--- config.mk ---
export PLATFORM = sky130hd
export DESIGN_NAME = lane_permuter
export DESIGN_NICKNAME = d
export VERILOG_FILES = /design/src/rtl/lane_permuter.sv
export SDC_FILE = /design/constraint.sdc
export NUM_CORES = 1
export LEC_CHECK = 0
export CAP_MARGIN = 10
export CORE_MARGIN = 2
export CORE_UTILIZATION = 50
export DETAILED_ROUTE_END_ITERATION = 6
export PLACE_DENSITY = 0.74
export SYNTH_ARGS = -nofsm -noshare
export SYNTH_HDL_FRONTEND = slang
export SYNTH_SLANG_ARGS = --single-unit
--- constraint.sdc ---
create_clock -name clk -period 2.6 [get_ports clk]
set_input_delay 0.26 -clock clk [delete_from_list [all_inputs] [get_ports clk]]
set_output_delay 0.26 -clock clk [all_outputs]
set_load 0.005 [all_outputs]
--- src/rtl/lane_permuter.sv ---
// ---------------------------------------------------------------------------
// lane_permuter
//
// Permutes each incoming word according to a 2-bit mode and queues the
// result in a small output FIFO. The permutation is applied at push time,
// so the FIFO holds finished words and later mode changes cannot affect them.
//
// Modes (byte k = bits [8k+7:8k], N = DATA_W/8):
//   00  pass-through
//   01  swap the nibbles inside every byte
//   10  reverse byte order (byte k -> byte N-1-k)
//   11  nibble swap followed by byte reversal (full nibble-order reversal)
//
// Ports:
//   clk        clock, all state updates on the rising edge
//   reset      asynchronous, active-high reset
//   in_data    word to permute
//   in_mode    permutation select, sampled together with in_data
//   in_valid   producer has a word
//   in_ready   block can accept a word (FIFO not full)
//   out_data   permuted word at the FIFO head, 0 while the FIFO is empty
//   out_valid  FIFO head holds a valid word
//   out_ready  consumer accepts the head word
//   level      current FIFO occupancy
//   xfer_cnt   free-running count of accepted input words (wraps at 16 bits)
// ---------------------------------------------------------------------------
module lane_permuter #(
    parameter int unsigned DATA_W = 32,
    parameter int unsigned DEPTH  = 4
) (
    input  logic                     clk,
    input  logic                     reset,
    input  logic [DATA_W-1:0]        in_data,
    input  logic [1:0]               in_mode,
    input  logic                     in_valid,
    output logic                     in_ready,
    output logic [DATA_W-1:0]        out_data,
    output logic                     out_valid,
    input  logic                     out_ready,
    output logic [$clog2(DEPTH):0]   level,
    output logic [15:0]              xfer_cnt
);

    localparam int unsigned AW = $clog2(DEPTH);
    localparam int unsigned NB = DATA_W / 8;

    localparam logic [AW:0]   LVL_FULL = DEPTH[AW:0];
    localparam logic [AW:0]   LVL_ONE  = 1;
    localparam logic [AW-1:0] PTR_ONE  = 1;

    // -----------------------------------------------------------------------
    // State
    // -----------------------------------------------------------------------
    logic [AW-1:0]     wr_ptr_q, wr_ptr_d;
    logic [AW-1:0]     rd_ptr_q, rd_ptr_d;
    logic [AW:0]       level_q,  level_d;
    logic [15:0]       xfer_q,   xfer_d;
    logic [DATA_W-1:0] mem_q [DEPTH];
    logic [DATA_W-1:0] mem_d [DEPTH];

    // -----------------------------------------------------------------------
    // Permutation network
    // -----------------------------------------------------------------------
    logic [DATA_W-1:0] nib_swapped;
    logic [DATA_W-1:0] perm_src;
    logic [DATA_W-1:0] perm_data;

    always_comb begin
        nib_swapped = '0;
        for (int k = 0; k < NB; k++) begin
            nib_swapped[8*k +: 8] = {in_data[8*k +: 4], in_data[8*k+4 +: 4]};
        end
    end

    // Bit 0 selects the nibble swap, bit 1 the byte reversal applied after it.
    assign perm_src = in_mode[0] ? nib_swapped : in_data;

    always_comb begin
        perm_data = perm_src;
        if (in_mode[1]) begin
            for (int k = 0; k < NB; k++) begin
                perm_data[8*k +: 8] = perm_src[8*(NB-1-k) +: 8];
            end
        end
    end

    // -----------------------------------------------------------------------
    // Handshakes
    // -----------------------------------------------------------------------
    logic push;
    logic pop;

    // in_ready looks only at occupancy: a full FIFO refuses a word even when
    // a pop happens on the same edge.
    assign in_ready  = (level_q < LVL_FULL);
    assign out_valid = (level_q != '0);

    assign push = in_valid  & in_ready;
    assign pop  = out_valid & out_ready;

    // -----------------------------------------------------------------------
    // Next-state logic
    // -----------------------------------------------------------------------
    always_comb begin
        wr_ptr_d = wr_ptr_q;
        rd_ptr_d = rd_ptr_q;
        level_d  = level_q;
        xfer_d   = xfer_q;

        // DEPTH is a power of two, so pointer overflow is the modulo wrap.
        if (push) begin
            wr_ptr_d = wr_ptr_q + PTR_ONE;
            xfer_d   = xfer_q + 16'd1;
        end
        if (pop) begin
            rd_ptr_d = rd_ptr_q + PTR_ONE;
        end

        unique case ({push, pop})
            2'b10:   level_d = level_q + LVL_ONE;
            2'b01:   level_d = level_q - LVL_ONE;
            default: level_d = level_q;
        endcase
    end

    always_comb begin
        mem_d = mem_q;
        if (push) begin
            mem_d[wr_ptr_q] = perm_data;
        end
    end

    // -----------------------------------------------------------------------
    // Registers
    // -----------------------------------------------------------------------
    always_ff @(posedge clk or posedge reset) begin
        if (reset) begin
            wr_ptr_q <= '0;
            rd_ptr_q <= '0;
            level_q  <= '0;
            xfer_q   <= '0;
        end else begin
            wr_ptr_q <= wr_ptr_d;
            rd_ptr_q <= rd_ptr_d;
            level_q  <= level_d;
            xfer_q   <= xfer_d;
        end
    end

    // Storage needs no reset: stale entries are unreachable once the
    // pointers and level are cleared, and out_data is masked while empty.
    always_ff @(posedge clk) begin
        mem_q <= mem_d;
    end

    // -----------------------------------------------------------------------
    // Outputs
    // -----------------------------------------------------------------------
    assign out_data = (level_q == '0) ? '0 : mem_q[rd_ptr_q];
    assign level    = level_q;
    assign xfer_cnt = xfer_q;

endmodule
==> results.sh <==
export IMPL_fin_crit_sh=0.9570
export IMPL_register_area_mm2=0.004420
export IMPL_grt_ovfl_total=0
export IMPL_drive_gt1_frac=0.2362
export IMPL_dp_hpwl_um=8214
export IMPL_final_common_cell="edfxtp_1"
export IMPL_core_area_mm2=0.01324
export IMPL_maxCapViolCount=0
export IMPL_crit_buf_inv=2
export IMPL_syn_nets=385
export IMPL_crit_path_top_delay_cell="mux4_1"
export IMPL_grt_usage=0.1924
export IMPL_most_common_layout_cells="edfxtp_1 (128), clkdlybuf4s50_1 (89), mux4_2 (60)"
export IMPL_num_antenna_cells=0
export IMPL_fin_tns_setup_ns=0
export IMPL_cts_tree="built"
export IMPL_criticalPathCategory="reg2out"
export IMPL_first_global_vias=3761
export IMPL_ys_seq_elements=151
export IMPL_cpPeakStageDelay_ns=0.57
export IMPL_setup_violations_final=0
export IMPL_vdd_drop_max_v=0.0004827
export IMPL_rows=42
export IMPL_start_util=0.5122
export IMPL_holdCritPathClass="in2async"
export IMPL_rsz0062_at_grt="no"
export IMPL_gp_congestion=0.7485
export IMPL_critPathTopFamily="buffers and inverters"
export IMPL_crit_chain="buf_12, mux4_1, and2_1, clkdlybuf4s50_1"
export IMPL_post_drt_wl_per_cell_um=20.70
export IMPL_ios=91
export IMPL_die_h_um=120.5
export IMPL_nets=485
export IMPL_clkTransAtPathRegs_ns=0.06
export IMPL_grt_start_max_net_pins=35
export IMPL_drt_pass1_iterations=4
export IMPL_synthCells=340
export IMPL_fin_ws_ns=0.1119
export IMPL_crit_fanout=20
export IMPL_multi_input_area_mm2=0.002178
export IMPL_vias_per_cell=5.734
export IMPL_nFillCells=910
export IMPL_required_ns=2.34
export IMPL_ys_seq_area_frac=0.6515
export IMPL_drc_errors=0
export IMPL_synth_edf_count=128
export IMPL_cts_num_sinks=151
export IMPL_postCtsSetupRepairBufs=0
export IMPL_numCtsBuffers=17
export IMPL_worst_slew_pin_slew_ns=0.9114
export IMPL_placed_cells=597
export IMPL_cts_max_level=4
export IMPL_p_per_area_mw_per_mm2=1050
export IMPL_status="finished clean"
export IMPL_period_minus_slack_ns=2.488
export IMPL_critPathCaptureType="output port"
export IMPL_io_buffers=90
export IMPL_final_cells=629
export IMPL_drtAntennaViolNets=0
export IMPL_grt_antenna_before_repair=0
export IMPL_routed_wl_um=13020
export IMPL_fp_dieW_um=120.5
export IMPL_clock_path_buffers=2
export IMPL_final_hold_viol_count=0
export IMPL_hold_ws_ns=0.3421
export IMPL_syn2layout_area_growth_pct=26.43
export IMPL_cts_hold_buffers=0
export IMPL_final_max_slew_viol_count=0
export IMPL_synthArstFlopShare=0.1523
export IMPL_power_leakage_nw=2.956
export IMPL_design_die_area_mm2=0.01451
export IMPL_drt_initial_drc_count=281
export IMPL_ys_warn_count=0
export IMPL_ys_types=31
export IMPL_crit_arrival_ns=2.23
export IMPL_insertion_delay_ns=0.42
export IMPL_num_vias=3607
export IMPL_synth_main_ff_cell="edfxtp_1"
export IMPL_skew_ns=0.004061
export IMPL_slew_headroom=0.3918
export IMPL_max_freq_ghz=0.4019
export IMPL_power_mw=9.003
export IMPL_grt_pass1_wl_um=20290
export IMPL_place_ws_ns=0.4197
export IMPL_avgSynthCellArea_um2=19.95
export IMPL_syn_cell_area_mm2=0.006783
export IMPL_startpoint_type="flop"
export IMPL_cts_root_buf="clkbuf_16"
==> repair_timing <==
item | CTS | global route
resized for setup | 1 | 0
endpoints found under the hold margin | 0 | 0
endpoints found under the setup margin | 1 | 0
==> per-stage QoR <==
stage	utilization	instance area, µm²
5_1_grt	0.6476	8576
6_report	0.6476	8576
2_1_floorplan	-	6783
3_5_place_dp	0.5977	7915
4_1_cts	0.6476	8576
3_3_place_gp	0.5977	7915
==> where the power goes <==
group	internal [mW]	switching, mW
Sequential	3.08	0.187
Clock	1.79	0.918
Combinational	1.80	1.24
Total	6.66	2.34
==> sequential cells by signal (all words and copies together) (netlist names) <==
name / flops
level: 3
mem_q: 128
rd_ptr_q: 2
wr_ptr_q: 2
xfer_cnt: 16
==> kinds of logic after synthesis <==
logic type	after synthesis	synth area share
xor gates and xnor gates	21	0.02712
muxes	66	0.2179
DFF	151	0.6515
adders and majority gates	7	0.01402
and+or+nand+nor	66	0.06143
buffers and inverters	28	0.02730
AOI/OAI and AO/OA	1	0.0007372
==> synthesized netlist by cell type (2+ instances only) <==
cell      count  area share
and2_1       38       0.035
buf_12        3      0.0089
buf_2         7      0.0052
buf_4         4      0.0044
clkbuf_1      4      0.0022
dfrtp_1      23       0.085
edfxtp_1    128        0.57
ha_1          6       0.011
inv_1         8      0.0044
mux4_1        4       0.015
mux4_2       60        0.20
nand2_1       7      0.0039
nand3_1       3      0.0022
nand4_1       4      0.0037
nor2_1        5      0.0028
nor3_1        2      0.0015
xnor2_1      11       0.014
xor2_1       10       0.013
==> path summary, 6_finish.rpt <==
kind	startpoint	end	slack (ns)	cells past startpoint
max reg2reg	level[2]	level[1]	0.40	6
min reg2reg	xfer_cnt[15]	xfer_cnt[15]	0.48	1
min	reset	xfer_cnt[14]	0.34	2
max in group asynchronous	reset	rd_ptr_q[0]	1.64	2
min in group clk	xfer_cnt[15]	xfer_cnt[15]	0.48	1
max	rd_ptr_q[0]	out_data[2]	0.11	4
==> layout make-up <==
class                      count  area share
sequential                   151      0.5155
multi-input combinational    161      0.2540
timing repair buffer         101      0.1247
clock buffer                  17     0.04961
clock inverter                15     0.02699
tap                          176     0.02568
inverter                       8    0.003502
==> layer usage <==
metal / vias up / global-route usage / share of wire
li1: 1569 / - / -
met5: - / 0 / 0
met2: 102 / 0.3256 / 0.52
met4: 0 / 0.06686 / 0.013
met3: 17 / 0.04953 / 0.042
met1: 1919 / 0.2428 / 0.42
Power figures use the tool's default switching activity.
